### src/rtl/inst_prefetch_pkg.sv
// rtl/inst_prefetch_pkg.sv - shared FSM encodings and queue depth default for the prefetcher
package inst_prefetch_pkg;

  localparam int DEPTH_DEFAULT = 4;

  typedef enum logic [1:0] {
    IDLE  = 2'd0,
    BUSY  = 2'd1,
    DRAIN = 2'd2
  } state_t;

endpackage

### src/rtl/prefetch_fifo.sv
// rtl/prefetch_fifo.sv - DEPTH x 32 prefetch data queue with flush and head-of-queue output
module prefetch_fifo #(
  parameter int DEPTH = 4
) (
  input  logic                    clk,
  input  logic                    resetn,
  input  logic                    push,
  input  logic [31:0]             push_data,
  input  logic                    pop,
  input  logic                    flush,
  output logic [$clog2(DEPTH):0]  count,
  output logic [31:0]             head
);

  localparam int AW = $clog2(DEPTH);
  localparam logic [AW:0] FULL = (AW + 1)'(DEPTH);

  logic [31:0]   mem [DEPTH];
  logic [AW-1:0] rd_ptr;
  logic [AW-1:0] wr_ptr;
  logic          do_push;
  logic          do_pop;

  // A push into a full queue is still legal when the head leaves in the same cycle.
  assign do_pop  = pop && (count != '0);
  assign do_push = push && ((count != FULL) || do_pop);
  assign head    = mem[rd_ptr];

  always_ff @(posedge clk) begin
    if (!resetn || flush) begin
      count  <= '0;
      rd_ptr <= '0;
      wr_ptr <= '0;
    end else begin
      if (do_push) wr_ptr <= wr_ptr + AW'(1);
      if (do_pop)  rd_ptr <= rd_ptr + AW'(1);
      if (do_push && !do_pop)      count <= count + (AW + 1)'(1);
      else if (do_pop && !do_push) count <= count - (AW + 1)'(1);
    end
  end

  always_ff @(posedge clk) begin
    if (do_push) mem[wr_ptr] <= push_data;
  end

endmodule

### src/rtl/inst_prefetch.sv
// rtl/inst_prefetch.sv - instruction prefetcher: fetch FSM, address tracking and core-side match
module inst_prefetch
  import inst_prefetch_pkg::*;
#(
  parameter int DEPTH = DEPTH_DEFAULT
) (
  input  logic        clk,
  input  logic        reset,
  input  logic [31:0] pc,
  output logic [31:0] inst,
  output logic        inst_valid,
  input  logic        inst_ready,
  output logic        imem_req,
  output logic [31:0] imem_addr,
  input  logic        imem_ack,
  input  logic [31:0] imem_rdata
);

  localparam int CW = $clog2(DEPTH) + 1;

  state_t        state;
  state_t        state_d;
  logic [31:0]   fetch_addr;
  logic [31:0]   fetch_addr_d;
  logic [31:0]   exp_pc;
  logic [31:0]   imem_addr_d;
  logic          imem_req_d;
  logic [CW-1:0] count;
  logic [CW:0]   count_after;
  logic [31:0]   head;
  logic          redirect;
  logic          pop;
  logic          push;
  logic          ack_fire;

  assign redirect    = pc[31:2] != exp_pc[31:2];
  assign inst_valid  = (count != '0) && !redirect;
  assign inst        = inst_valid ? head : '0;
  assign pop         = inst_valid && inst_ready;
  assign ack_fire    = imem_req && imem_ack;
  assign push        = (state == BUSY) && ack_fire && !redirect;
  assign count_after = {1'b0, count} + (CW + 1)'(push) - (CW + 1)'(pop);

  prefetch_fifo #(.DEPTH(DEPTH)) u_fifo (
    .clk       (clk),
    .resetn    (reset),
    .push      (push),
    .push_data (imem_rdata),
    .pop       (pop),
    .flush     (redirect),
    .count     (count),
    .head      (head)
  );

  always_comb begin
    state_d      = state;
    fetch_addr_d = fetch_addr;
    imem_req_d   = imem_req;
    imem_addr_d  = imem_addr;
    if (redirect) fetch_addr_d = {pc[31:2], 2'b00};
    case (state)
      IDLE: begin
        if (!redirect && (count < CW'(DEPTH))) begin
          state_d     = BUSY;
          imem_req_d  = 1'b1;
          imem_addr_d = fetch_addr;
        end
      end
      BUSY: begin
        if (ack_fire) begin
          if (redirect) begin
            state_d    = IDLE;
            imem_req_d = 1'b0;
          end else begin
            fetch_addr_d = fetch_addr + 32'd4;
            if (count_after < (CW + 1)'(DEPTH)) begin
              imem_addr_d = fetch_addr + 32'd4;
            end else begin
              state_d    = IDLE;
              imem_req_d = 1'b0;
            end
          end
        end else if (redirect) begin
          // Keep the request on the bus until memory answers; its data is dropped.
          state_d = DRAIN;
        end
      end
      DRAIN: begin
        if (ack_fire) begin
          state_d    = IDLE;
          imem_req_d = 1'b0;
        end
      end
      default: state_d = IDLE;
    endcase
  end

  always_ff @(posedge clk) begin
    if (!reset) begin
      state      <= IDLE;
      fetch_addr <= '0;
      exp_pc     <= '0;
      imem_req   <= 1'b0;
      imem_addr  <= '0;
    end else begin
      state      <= state_d;
      fetch_addr <= fetch_addr_d;
      imem_req   <= imem_req_d;
      imem_addr  <= imem_addr_d;
      if (redirect) exp_pc <= {pc[31:2], 2'b00};
      else if (pop) exp_pc <= exp_pc + 32'd4;
    end
  end

endmodule

### config.mk
export PLATFORM = sky130hd
export DESIGN_NAME = inst_prefetch
export DESIGN_NICKNAME = d
export VERILOG_FILES = /design/src/rtl/inst_prefetch_pkg.sv /design/src/rtl/prefetch_fifo.sv /design/src/rtl/inst_prefetch.sv
export SDC_FILE = /design/constraint.sdc
export NUM_CORES = 1
export LEC_CHECK = 0
export CAP_MARGIN = 10
export CORE_ASPECT_RATIO = 0.9
export CORE_MARGIN = 4
export CORE_UTILIZATION = 60
export DETAILED_ROUTE_END_ITERATION = 16
export HOLD_SLACK_MARGIN = 0.15
export PLACE_DENSITY_LB_ADDON = 0.2
export SLEW_MARGIN = 20
export SYNTH_ARGS = -nofsm -noshare
export SYNTH_HDL_FRONTEND = slang
export SYNTH_HIERARCHICAL = 1
export SYNTH_SLANG_ARGS = --single-unit
### constraint.sdc
create_clock -name clk -period 10.4 [get_ports clk]
set_input_delay 2.08 -clock clk [delete_from_list [all_inputs] [get_ports clk]]
set_output_delay 2.08 -clock clk [all_outputs]
set_load 0.01 [all_outputs]
== Word level (Yosys, flattened, before mapping) ==
Memory sizes are Yosys's and may differ from the RTL's. A register that Yosys moved wholly into a read port is not among the register bits.
Index checks and enable logic that the tools add are counted.
Storage, ports and cells
  register bits: 106
  latch bits: 0
  memory bits (writable): 128
  bits in read-only memories: 0
  bits of input ports: 68
  word-level logic and storage cells: 89
  memories kept: 1
Cells by class
  $add $sub $neg: 8
  $mul: 0
  divide/modulo/power cells: 0
  magnitude comparators: 2
  eq/ne operators: 11
  shift-type cells: 0
  multiplexer cells: 31
  bitwise logic cells: 1
  reductions and logical operators: 26
Memories
  u_fifo.mem: depth 4, bits a word 32, read ports 1, clocked after Yosys merged registers in 1, wr ports 1, RTL line prefetch_fifo.sv:18  | logic [31:0] mem [DEPTH];
Operator list (number)
  32-bit 2-to-1 mux: 11
  32-bit by 3-bit adder with 32-bit output (second input constant): 2
  32-bit one-hot mux with 2 select lines: 1
  30-bit inequality test: 1
  2-bit 2-to-1 mux: 8
  1-bit logical AND: 10
  5-bit AND reduction: 2
  3-bit inequality test (second input constant): 3
  2-bit inequality test (second input constant): 4
  1-bit 2-to-1 mux: 7
  3-bit 2-to-1 mux: 2
  2-bit one-hot mux with 3 select lines: 1
  2-bit nonzero test: 3
  3-bit nonzero test: 2
  2-bit by 1-bit adder with 2-bit output (second input constant): 2
  3-bit by 1-bit adder with 4-bit output: 1
  1-bit logical NOT: 4
  4-bit by 3-bit < comparator with 1-bit output (second input constant): 1
  4-bit AND reduction: 1
  4-bit by 1-bit subtractor with 4-bit output: 1
  3-bit by 1-bit adder with 3-bit output (second input constant): 1
  3-bit < comparator (second input constant): 1
  1-bit one-hot mux with 3 select lines: 1
  3-bit by 1-bit subtractor with 3-bit output (second input constant): 1
  7 further kinds: 8

== Longest topological paths before layout ==
Gate-level depths: netlist (run 1).
  depth in word-level cells: 11
  depth in mapped cells: 19
  gate-level depth less buffers: 16

== Cells and area by module ==
Netlist (run 1), hierarchy kept.
Modules (own cells, without submodules)
  inst_prefetch: times used 1, cells an instance 674, area each 5557.8 µm², seq. area each 1941.9 µm²
  prefetch_fifo: times used 1, cells an instance 215, area each 5076.1 µm², seq. area each 4023.9 µm²

== Worst setup path after synthesis (run 1) ==
No wires, ideal clock.
  kind: input port to flip-flop
  start point: input port pc[27]
  end point: register imem_addr[24]
  library setup time: 0.116 ns
  data arrival time: 5.611 ns
  required time: 10.284 ns
  setup slack: 4.673 ns
  stages: 16
  buffers on the path: 2
  cell sequence: xor2_1 > nor4_1 > nand4_1 > nor2_2 > buf_2 > inv_1 > nor2_1 > inv_1 > ha_1 > nand3b_1 > a211o_1 > a21o_1 > a2111oi_4 > buf_2 > nand2_1 > o211a_1
Between the ends
  word-level cells in the longest chain between the ends: 8
RTL lines
  from (decl): RTL line inst_prefetch.sv:9  | input logic [31:0] pc,
  30-bit inequality test: RTL line inst_prefetch.sv:36  | assign redirect = pc[31:2] != exp_pc[31:2];
  via redirect: RTL line inst_prefetch.sv:31  | logic redirect;
  1-bit logical NOT: RTL line inst_prefetch.sv:41  | assign push = (state == BUSY) && ack_fire && !redirect;
  1-bit logical AND: RTL line inst_prefetch.sv:41
  via push: RTL line inst_prefetch.sv:33  | logic push;
  3-bit by 1-bit adder with 4-bit output: RTL line inst_prefetch.sv:42  | assign count_after = {1'b0, count} + (CW + 1)'(push) - (CW + 1)'(pop);
  4-bit by 1-bit subtractor with 4-bit output: RTL line inst_prefetch.sv:42
  4-bit by 3-bit < comparator with 1-bit output: RTL line inst_prefetch.sv:76  | if (count_after < (CW + 1)'(DEPTH)) begin
  2-bit by 1-bit inequality test with 1-bit output (no line)
  5-bit AND reduction (no line)
  to (signal assigned): RTL line inst_prefetch.sv:109  | imem_addr <= imem_addr_d;
  to (decl): RTL line inst_prefetch.sv:14  | output logic [31:0] imem_addr,
The timed path passes the listed nets, and every way through them passes these cells.
A chain may end at the register's enable or synchronous reset.

== Worst setup path in the final report (run 1) ==
  start point: input port pc[31]
  end point: output port inst[30]
Between the ends
  word-level cells in the longest chain between the ends: 4
RTL lines
  30-bit inequality test: RTL line inst_prefetch.sv:36
  1-bit logical NOT: RTL line inst_prefetch.sv:37  | assign inst_valid = (count != '0) && !redirect;
  1-bit logical AND: RTL line inst_prefetch.sv:37
  32-bit 2-to-1 mux: RTL line inst_prefetch.sv:38  | assign inst = inst_valid ? head : '0;
  to (decl): RTL line inst_prefetch.sv:10  | output logic [31:0] inst,
No other way between the ends.

==> key figures, run 1 <==
Synth
  • Sequential area share after synthesis: 56.1%
  • Mapped Area: 10600 um^2
  • Synth Warn #: 6
  • Commonest cells in the netlist: edfxtp_1 (128), dfxtp_1 (106), xor2_1 (75), nand2_1 (68), a21oi_1 (59)
  • Syn nets: 972
  • Yosys top cell by area: edfxtp_1
  • Top cell type's share of synthesized area: 36.1%
  • Most numerous cell in the Yosys netlist: edfxtp_1
  • Number of synthesized flops with an enable pin: 128
  • Combinational family with the most area after synthesis: simple AND/OR/NAND/NOR gates
  • Top_reg_cell synth: edfxtp_1
  • Top cells by area, synth: edfxtp_1 (36%), dfxtp_1 (20%), mux4_2 (6.8%), xor2_1 (6.2%), xnor2_1 (3.3%)
  • Syn avg cell area: 12.0 um^2
  • Post-Synth Simple-Gate Area: 13.2%
  • Seq cells post-synth: 234
  • Cells after Synth: 889
  • Mux cell area share after synthesis: 7.44%
  • Distinct cells, synth: 52
  • Post-synth ARST share: 0%
  • Post-synthesis compound-gate area fraction: 8.86%
  • Post-synthesis adder-cell area fraction: 1.84%
  • Post-synthesis xor/xnor area fraction: 9.47%

Cells and area
  • Fin nets: 1085
  • Layout cells sized above 1: 8.73%
  • Post-route cell area: 12800 um^2
  • Area Growth Syn to Fin: 20.6%
  • Number of diodes: 0
  • Register cell area after layout: 5970 um^2
  • Area of the multi-input gates: 4350 um^2
  • Fill cells: 1204

Critical path
  • Setup crit start: pc[31]
  • Arr. time, crit path: 5.60 ns
  • CP bufs+invs: 3
  • Slowest-stage cell, CP: nor2_4
  • Worst Setup End Kind: output port
  • Reg2reg path depth: 15
  • Reg2reg start: exp_pc[15]
  • Worst R2R Setup Slack: 5.01 ns
  • Type of origin of the critical path: input pin
  • Worst Setup EP: inst[30]
  • CP required: 8.32 ns
  • Largest delay share family, worst path: simple AND/OR/NAND/NOR gates
  • Setup CP Type: in -> out
  • Slowest stage delay, CP: 0.75 ns
  • WP depth: 8
  • Crit Reg-Reg Endpoint: imem_addr[12]
  • Crit-path cells: clkdlybuf4s50_1, xor2_1, nor4_1, nand4_1, nor2_4, buf_4, and3_1, clkdlybuf4s50_1
  • CP Max Fanout: 42
  • Most frequent CP cell: clkdlybuf4s50_1

Timing
  • Worst slew pin tran: 0.979 ns
  • Period utilization: 73.9%
  • Slew Limit Fails: 0
  • Fmax: 130 MHz
  • Final Hold Vio Count: 0
  • Clk_skew: 0.0172 ns
  • Post-layout min period: 7.68 ns
  • RSZ-0062 raised after global routing: false
  • Final setup viols: 0
  • Final setup TNS: 0 ns
  • Final WS setup: 2.72 ns
  • Max-slew headroom: 34.2%

Floorplan
  • Die Ht: 134 um
  • IO Count: 134
  • Die W: 148 um
  • Initial Util: 62.1%
  • Placeable core area: 17100 um^2
  • Die footprint: 19900 um^2
  • Row count: 45

Pwr
  • Power per Cell Area: 150 nW/um^2
  • Maximum VDD drop: 0.000127 V
  • Leakage: 0.00475 uW
  • Final total power: 1920 uW

Clocking
  • Postcts setup bufs: 0
  • CTS Root Cell: clkbuf_16
  • Post-CTS Resized: 0
  • CTS tree: yes
  • Clock H-tree levels: 1
  • Clock transition at path regs: 0.06 ns
  • Cts bufs inserted: 24
  • CTS Sinks: 234
  • Clock buffer depth: 3
  • Clk Latency, worst-skew pair: 0.52 ns
  • Hold-fix buffers at CTS: 0

Placed design
  • Hpwl dp: 15900 um
  • GPL Wtd Cong: 0.861
  • PortBufs: 131
  • Place WS: 2.76 ns
  • Placed cell area: 12100 um^2

Routing
  • Final ANT Viol Nets: 0
  • Final wirelength: 23800 um
  • # DRC: 0
  • DR vias: 7345
  • DR pass1 iterations: 5
  • Initial DRC Count: 581
  • Post-DR wirelength/cell: 19.0 um
  • Vias per inst: 5.85

Hold path
  • Hold WC Path Type: reg -> reg

Status
  • Status: finished clean

Global route
  • Aggregate global-route resource usage: 23.3%
  • Global route total overflow: 0
  • Antenna violations before repair: 0
  • Largest net degree at the start of global routing: 73
  • Vias in the first global route: 6932
  • First-pass GRT wire length: 37100 um

Run
  • Max_cap viols: 0
==> flip-flops by register name, summed over array words and instances (netlist names), named ones only <==
name / count
state: 2
imem_addr: 32
exp_pc: 30
imem_req: 1
u_fifo/mem: 128
fetch_addr: 32
u_fifo/count: 3
u_fifo/wr_ptr: 2
u_fifo/rd_ptr: 2
==> through the flow <==
| step | hold slack (ns) | instances | util (%) |
|---|---|---|---|
| detailed placement | 0.469 | 1211 | 70.4 |
| global route | 0.504 | 1255 | 74.9 |
| finish | 0.482 | 1255 | 74.9 |
| floorplan | 0.452 | 889 | - |
| CTS | 0.483 | 1255 | 74.9 |
| global placement | 0.465 | 1211 | 70.4 |
==> kinds of logic after synthesis <==
| group | Yosys count |
|---|---|
| multiplexers | 39 |
| adder cells (fa/ha/maj) | 15 |
| AND/OR/NAND/NOR | 270 |
| AO/OA/AOI/OAI | 144 |
| XOR/XNOR | 115 |
| flip-flops | 234 |
| buffers and inverters | 72 |
==> area by class of cell <==
class,count,area share [%]
clock inverters,13,0.927
clock buffers,31,5.06
repair buffers,139,10.7
well taps,235,2.29
flip-flops and latches,234,46.5
multi-input cells,583,33.9
inverters,20,0.586
==> report_power, final <==
part | switching, uW | leakage (uW) | internal, uW
registers | 18.1 | 0.00202 | 986
clock network | 343 | 0.000378 | 490
logic | 39.3 | 0.00235 | 41.9
total | 400 | 0.00475 | 1520
==> worst min path at each step <==
stage / start / end / slack [ns] / depth (start not counted)
after global placement: fetch_addr[0] / fetch_addr[0] / 0.47 / 1
after detailed placement: fetch_addr[0] / fetch_addr[0] / 0.47 / 1
after floorplan: fetch_addr[0] / fetch_addr[0] / 0.45 / 1
final: fetch_addr[0] / fetch_addr[0] / 0.48 / 1
after CTS: fetch_addr[0] / fetch_addr[0] / 0.48 / 1
after global routing: fetch_addr[0] / fetch_addr[0] / 0.50 / 1
==> cell usage in the layout (no fill, tap or decap), drive strengths merged, types with 7 or more instances in the layout <==
cell           count
mux4              32
edfxtp           128
clkinv            10
clkdlybuf4s50    130
nand4             32
buf                9
nand2             68
and3              54
a21oi             59
nand3             25
inv               20
clkbuf            31
dfxtp            106
ha                14
o211a             29
xor2              75
xnor2             40
o21ai             38
nor4               9
nor2              39
mux2i              7
nor3              16
==> worst register-to-register path, delay by kind of cell, from the launching register on <==
kind	cells	cell delay [ns]
fa+ha+maj	1	0.27
simple gates	6	2.44
xor+xnor	1	0.19
compound gates	4	1.06
buf+inv	3	0.96
flops	1	0.37
==> routing by layer <==
| layer | GRT usage, % | part of all wire [%] | wire length, um | vias up |
|---|---|---|---|---|
| li1 | - | - | - | 3515 |
| met1 | 36.1 | 46 | 11000 | 3533 |
| met2 | 34.9 | 45 | 10700 | 271 |
| met3 | 4.46 | 7.9 | 1890 | 26 |
| met4 | 4.46 | 1.2 | 291 | 0 |
| met5 | 0 | 0 | 0 | - |
No activity file was read; power rests on OpenSTA's default activity.
==> run 2: changes to the inputs <==
- CORE_UTILIZATION: 60 -> 56
- clock period: 10.4 -> 7.7 ns (I/O delays scaled with it)
==> run 2 against run 1 <==
Combinational power rose by 33%. Sequential share of layout area is essentially flat. Global-route usage fell by 1.7 points. Hold slack got worse by 0.0022 ns. Largest cell class unchanged. Die area up 6.7%. Sequential cell count is the same. Power grew 35%. First-iteration DRC count rose by 13%. Via count down 0.76%. Utilization fell by 5.6 points. Clock-buffer cell count grew 1.
==> key figures, run 2 (synthesis results as in run 1) <==
Routing
  • Final wirelength: 23500 um (was 23800 um)
  • # DRC: 0 (unchanged)
  • Post-DR wirelength/cell: 18.6 um (was 19.0 um)
  • Initial DRC Count: 658 (was 581)
  • DR pass1 iterations: 6 (was 5)
  • Final ANT Viol Nets: 0 (unchanged)
  • Vias per inst: 5.76 (was 5.85)
  • DR vias: 7289 (was 7345)

Placed design
  • GPL Wtd Cong: 0.897 (was 0.861)
  • Hpwl dp: 15800 um (was 15900 um)
  • Place WS: 1.42 ns (was 2.76 ns)
  • DP Cell Count: 1221 (was 1211)
  • PortBufs: 131 (unchanged)

Timing
  • Worst hold margin: 0.480 ns (was 0.482 ns)
  • Period utilization: 82.2%
  • Max-slew headroom: 35.7% (was 34.2%)
  • Post-layout min period: 6.33 ns
  • Slew Limit Fails: 0 (unchanged)
  • RSZ-0062 raised after global routing: false (unchanged)
  • Final setup TNS: 0 ns (unchanged)
  • Final WS setup: 1.37 ns (was 2.72 ns)
  • Worst slew pin tran: 0.957 ns (was 0.979 ns)
  • Final setup viols: 0 (unchanged)
  • Clk_skew: 0.00955 ns (was 0.0172 ns)
  • Final Hold Vio Count: 0 (unchanged)
  • Fmax: 158 MHz

Cells and area
  • Fin nets: 1085 (unchanged)
  • Top reg by flops: u_fifo/mem (unchanged)
  • Largest regs: u_fifo/mem (128), fetch_addr (32), imem_addr (32) (unchanged)
  • Commonest cells after routing, fill and taps aside: clkdlybuf4s50_1 (130), edfxtp_1 (128), dfxtp_1 (105), xor2_1 (75), nand2_1 (68) (unchanged)
  • Commonest non-fill, non-tap cell in the layout: clkdlybuf4s50_1 (unchanged)
  • Area Growth Syn to Fin: 20.7% (was 20.6%)
  • Fin cells: 1265 (was 1255)
  • Register cell area after layout: 5970 um^2 (unchanged)
  • Max FFs per register: 128 (unchanged)
  • Layout cells sized above 1: 8.34% (was 8.73%)
  • Core Util, Final: 69.3% (was 74.9%)
  • Area of the multi-input gates: 4350 um^2 (unchanged)
  • Fill cells: 1386 (was 1204)

Critical path
  • Worst R2R Setup Slack: 3.07 ns (was 5.01 ns)
  • Reg2reg path depth: 15 (unchanged)
  • Worst Setup EP: inst[31] (was inst[30])
  • Worst Setup End Kind: output port (unchanged)
  • CP required: 6.16 ns (was 8.32 ns)
  • Slowest stage delay, CP: 0.67 ns (was 0.75 ns)
  • Crit-path cells: clkdlybuf4s50_1, xor2_1, nor4_1, nand4_1, nor2_4, buf_4, and3_1, clkdlybuf4s50_1 (unchanged)
  • Most frequent CP cell: clkdlybuf4s50_1 (unchanged)
  • Crit Reg-Reg Endpoint: imem_addr[12] (unchanged)
  • Type of origin of the critical path: input pin (unchanged)
  • Reg2reg start: exp_pc[31] (was exp_pc[15])
  • Arr. time, crit path: 4.79 ns (was 5.60 ns)
  • Slowest-stage cell, CP: buf_4 (was nor2_4)
  • Largest delay share family, worst path: buffers and inverters (was simple AND/OR/NAND/NOR gates)
  • CP bufs+invs: 3 (unchanged)
  • CP Max Fanout: 89 (was 42)
  • WP depth: 8 (unchanged)
  • Setup crit start: pc[31] (unchanged)
  • Setup CP Type: in -> out (unchanged)

Pwr
  • Maximum VDD drop: 0.000232 V (was 0.000127 V)
  • Power per Cell Area: 201 nW/um^2 (was 150 nW/um^2)
  • Leakage: 0.00474 uW (was 0.00475 uW)

Clocking
  • Clock buffer depth: 3 (unchanged)
  • Post-CTS Resized: 0 (unchanged)
  • Clock transition at path regs: 0.06 ns (about the same)
  • Hold-fix buffers at CTS: 0 (unchanged)
  • CTS tree: yes (unchanged)
  • CTS Root Cell: clkbuf_16 (unchanged)
  • Clock H-tree levels: 1 (unchanged)
  • Postcts setup bufs: 0 (unchanged)
  • Clk Latency, worst-skew pair: 0.51 ns (was 0.52 ns)
  • CTS Sinks: 234 (unchanged)
  • Cts bufs inserted: 24 (unchanged)

Global route
  • Aggregate global-route resource usage: 21.6% (was 23.3%)
  • Global route total overflow: 0 (unchanged)
  • Largest net degree at the start of global routing: 90 (was 73)
  • First-pass GRT wire length: 37800 um (was 37100 um)
  • Antenna violations before repair: 0 (unchanged)
  • Vias in the first global route: 7049 (was 6932)

Floorplan
  • IO Count: 134 (unchanged)
  • Die W: 153 um (was 148 um)
  • Placeable core area: 18500 um^2 (was 17100 um^2)
  • Die Ht: 139 um (was 134 um)
  • Die footprint: 21300 um^2 (was 19900 um^2)
  • Row count: 47 (was 45)
  • Initial Util: 57.4% (was 62.1%)

Hold path
  • Hold WC Path Type: reg -> reg (unchanged)

Run
  • Max_cap viols: 0 (unchanged)

Status
  • Status: finished clean (unchanged)
-- run 2: worst min path at each step --
stage / from / endpoint / slack (ns) / depth (start not counted)
6_report: fetch_addr[1] / fetch_addr[1] / 0.48 / 1
5_1_grt: fetch_addr[1] / fetch_addr[1] / 0.50 / 1
4_1_cts: fetch_addr[1] / fetch_addr[1] / 0.48 / 1
3_5_place_dp: fetch_addr[1] / fetch_addr[1] / 0.47 / 1
3_3_place_gp: fetch_addr[0] / fetch_addr[0] / 0.47 / 1
2_1_floorplan: fetch_addr[0] / fetch_addr[0] / 0.45 / 1
-- run 2: area by class of cell --
cell class / count / area share, %
Sequential cell: 234 / 46.5
Multi-Input combinational cell: 583 / 33.9
Antenna cell: 1 / 0.0195
Tap cell: 245 / 2.39
Clock inverter: 11 / 0.790
Inverter: 20 / 0.585
Timing Repair Buffer: 139 / 10.6
Clock buffer: 32 / 5.16
-- run 2: stage by stage --
stage | instance area (um^2) | power, uW
6_report | 12800 | 2580
5_1_grt | 12800 | 2670
4_1_cts | 12800 | 2610
3_5_place_dp | 12100 | 1490
3_3_place_gp | 12100 | 1490
2_1_floorplan | 10600 | 1430
-- run 2: where the power goes --
group | internal [uW] | switching, uW | leakage (uW)
Combinational | 56.4 | 52.0 | 0.00235
Sequential | 1330 | 24.8 | 0.00202
Clock | 668 | 448 | 0.000370
-- run 2: per-layer routing --
metal	GRT usage [%]	up-vias	share of wire, %
met5	0	-	0
li1	-	3517	-
met4	3.70	0	1.4
met2	33.2	228	45
met3	3.59	32	6.7
met1	33.3	3512	46
==> run 3: changes to the inputs <==
- CORE_UTILIZATION: 56 -> 50
- clock period: 7.7 -> 5.35 ns (I/O delays scaled with it)
==> run 3 against run 2 <==
Setup slack worse by 1.1 ns. Die area is 11% higher. Utilization is 7.1 points lower. Routed wire length is 0.13% lower. First-iteration DRC count is 29% lower. Cell area is 1.0% higher. Hold slack better by 0.0032 ns. Power is 44% higher. Cell count is 3.6% higher. Register-to-register slack worse by 1.9 ns. Clock-buffer cell count is 8 higher. Critical endpoint is now inst[22]. Largest power group unchanged.
==> key figures, run 3 (synthesis results as in run 1) <==
Critical path
  • Reg2reg start: exp_pc[5] (was exp_pc[31])
  • CP Max Fanout: 126 (was 89)
  • Slowest stage delay, CP: 0.55 ns (was 0.67 ns)
  • Setup crit start: pc[5] (was pc[31])
  • Most frequent CP cell: clkdlybuf4s50_1 (unchanged)
  • Setup CP Type: in -> out (unchanged)
  • Worst R2R Setup Slack: 1.21 ns (was 3.07 ns)
  • Slowest-stage cell, CP: clkdlybuf4s50_1 (was buf_4)
  • Crit-path cells: clkdlybuf4s50_1, xor2_1, nor4_1, nand4_1, nor2_4, buf_12, and3_1, clkdlybuf4s50_1 (was clkdlybuf4s50_1, xor2_1, nor4_1, nand4_1, nor2_4, buf_4, and3_1, clkdlybuf4s50_1)
  • Reg2reg path depth: 16 (was 15)
  • Crit Reg-Reg Endpoint: imem_addr[12] (unchanged)
  • Type of origin of the critical path: input pin (unchanged)
  • Arr. time, crit path: 4.01 ns (was 4.79 ns)
  • CP required: 4.28 ns (was 6.16 ns)
  • Worst Setup EP: inst[22] (was inst[31])
  • Worst Setup End Kind: output port (unchanged)

Cells and area
  • Area Growth Syn to Fin: 21.9% (was 20.7%)
  • Area of the multi-input gates: 4350 um^2 (about the same)
  • Fill cells: 1707 (was 1386)
  • Max FFs per register: 128 (unchanged)
  • Commonest non-fill, non-tap cell in the layout: clkdlybuf4s50_1 (unchanged)
  • Largest regs: u_fifo/mem (128), fetch_addr (32), imem_addr (32) (unchanged)
  • Core Util, Final: 62.2% (was 69.3%)
  • Fin nets: 1091 (was 1085)
  • Top reg by flops: u_fifo/mem (unchanged)
  • Number of diodes: 0 (was 1)
  • Register cell area after layout: 5970 um^2 (unchanged)
  • Layout cells sized above 1: 8.98% (was 8.34%)
  • Commonest cells after routing, fill and taps aside: clkdlybuf4s50_1 (130), edfxtp_1 (128), dfxtp_1 (105), xor2_1 (75), nand2_1 (68) (unchanged)

Timing
  • Final setup viols: 0 (unchanged)
  • Clk_skew: 0.0148 ns (was 0.00955 ns)
  • Period utilization: 94.9%
  • Post-layout min period: 5.08 ns
  • Fmax: 197 MHz
  • Worst slew pin tran: 0.958 ns (was 0.957 ns)
  • Final Hold Vio Count: 0 (unchanged)
  • Max-slew headroom: 35.6% (was 35.7%)
  • Final setup TNS: 0 ns (unchanged)
  • Slew Limit Fails: 0 (unchanged)
  • RSZ-0062 raised after global routing: false (unchanged)
  • Final WS setup: 0.275 ns (was 1.37 ns)

Routing
  • Vias per inst: 5.46 (was 5.76)
  • Final wirelength: 23500 um (about the same)
  • DR vias: 7164 (was 7289)
  • Initial DRC Count: 467 (was 658)
  • # DRC: 0 (unchanged)
  • Final ANT Viol Nets: 0 (unchanged)
  • DR pass1 iterations: 5 (was 6)
  • Post-DR wirelength/cell: 17.9 um (was 18.6 um)

Placed design
  • Hpwl dp: 15800 um (about the same)
  • Place WS: 0.0897 ns (was 1.42 ns)
  • PortBufs: 131 (unchanged)
  • GPL Wtd Cong: 0.848 (was 0.897)

Pwr
  • Sequential power share: 52.5% (was 52.6%)
  • P_int: 2950 uW (was 2060 uW)
  • Power per Cell Area: 287 nW/um^2 (was 201 nW/um^2)
  • Comb power frac: 4.2% (about the same)
  • Maximum VDD drop: 0.000290 V (was 0.000232 V)
  • Leakage: 0.00478 uW (was 0.00474 uW)
  • Switching fraction of total power: 20.5% (was 20.3%)
  • Sw Pwr: 763 uW (was 525 uW)
  • Clk network pwr share: 43.3% (was 43.2%)
  • Final total power: 3720 uW (was 2580 uW)

Clocking
  • Postcts setup bufs: 0 (unchanged)
  • CTS Sinks: 234 (unchanged)
  • CTS Root Cell: clkbuf_16 (unchanged)
  • CTS tree: yes (unchanged)
  • Post-CTS Resized: 0 (unchanged)
  • Cts bufs inserted: 25 (was 24)
  • Clock H-tree levels: 1 (unchanged)
  • Clock buffer depth: 3 (unchanged)
  • Clk Latency, worst-skew pair: 0.51 ns (about the same)
  • Clock transition at path regs: 0.05 ns (was 0.06 ns)
  • Hold-fix buffers at CTS: 0 (unchanged)

Global route
  • Aggregate global-route resource usage: 19.7% (was 21.6%)
  • Global route total overflow: 0 (unchanged)
  • First-pass GRT wire length: 38000 um (was 37800 um)
  • Vias in the first global route: 7092 (was 7049)
  • Antenna violations before repair: 0 (unchanged)
  • Largest net degree at the start of global routing: 127 (was 90)

Floorplan
  • IO Count: 134 (unchanged)
  • Initial Util: 51.0% (was 57.4%)
  • Die Ht: 146 um (was 139 um)
  • Row count: 50 (was 47)
  • Placeable core area: 20800 um^2 (was 18500 um^2)
  • Die footprint: 23700 um^2 (was 21300 um^2)
  • Die W: 162 um (was 153 um)

Status
  • Status: finished clean (unchanged)

Run
  • Max_cap viols: 0 (unchanged)

Hold path
  • Hold WC Path Type: reg -> reg (unchanged)
[run 3: routing by layer]
metal	vias to the layer above	part of all wire (%)	wire length [um]	global-route usage, %
met1	3418	47	11100	29.4
met5	-	0	0	0
met3	31	6.7	1560	3.92
li1	3526	-	-	-
met4	0	1.6	387	3.51
met2	189	44	10400	30.4
[run 3: through the flow]
step           hold slack [ns]  std cells  instance area (um^2)
2_1_floorplan            0.452        889                 10600
3_3_place_gp             0.468       1267                 12200
6_report                 0.483       1311                 13000
4_1_cts                  0.484       1311                 13000
3_5_place_dp             0.471       1267                 12200
5_1_grt                  0.499       1311                 13000
[run 3: final cells by class]
class                   instances  share of cell area [%]
well taps                     286                    2.76
clock buffers                  40                    5.81
clock inverters                 4                   0.135
flip-flops and latches        234                    46.0
multi-input cells             583                    33.6
inverters                      20                   0.579
repair buffers                144                    11.1
[run 3: power by group through the flow]
stage	Combinational, uW	Sequential [uW]	Clock (uW)
2_1_floorplan	72.4	1980	0
3_3_place_gp	152	1990	0
3_5_place_dp	154	1990	0
4_1_cts	155	1950	1650
5_1_grt	170	1960	1730
6_report	155	1950	1610
[run 3: how the worst min path moves through the flow]
stage / startpoint / to / slack, ns / cells after the start
global route: fetch_addr[1] / fetch_addr[1] / 0.50 / 1
floorplan: fetch_addr[0] / fetch_addr[0] / 0.45 / 1
global placement: fetch_addr[0] / fetch_addr[0] / 0.47 / 1
finish: fetch_addr[0] / fetch_addr[0] / 0.48 / 1
detailed placement: fetch_addr[0] / fetch_addr[0] / 0.47 / 1
CTS: fetch_addr[0] / fetch_addr[0] / 0.48 / 1
[run 3: worst max-delay path: cells and delay by family]
family        cells  cell delay, ns
simple gates      4            1.33
xor+xnor          1            0.16
buf+inv           3            1.42
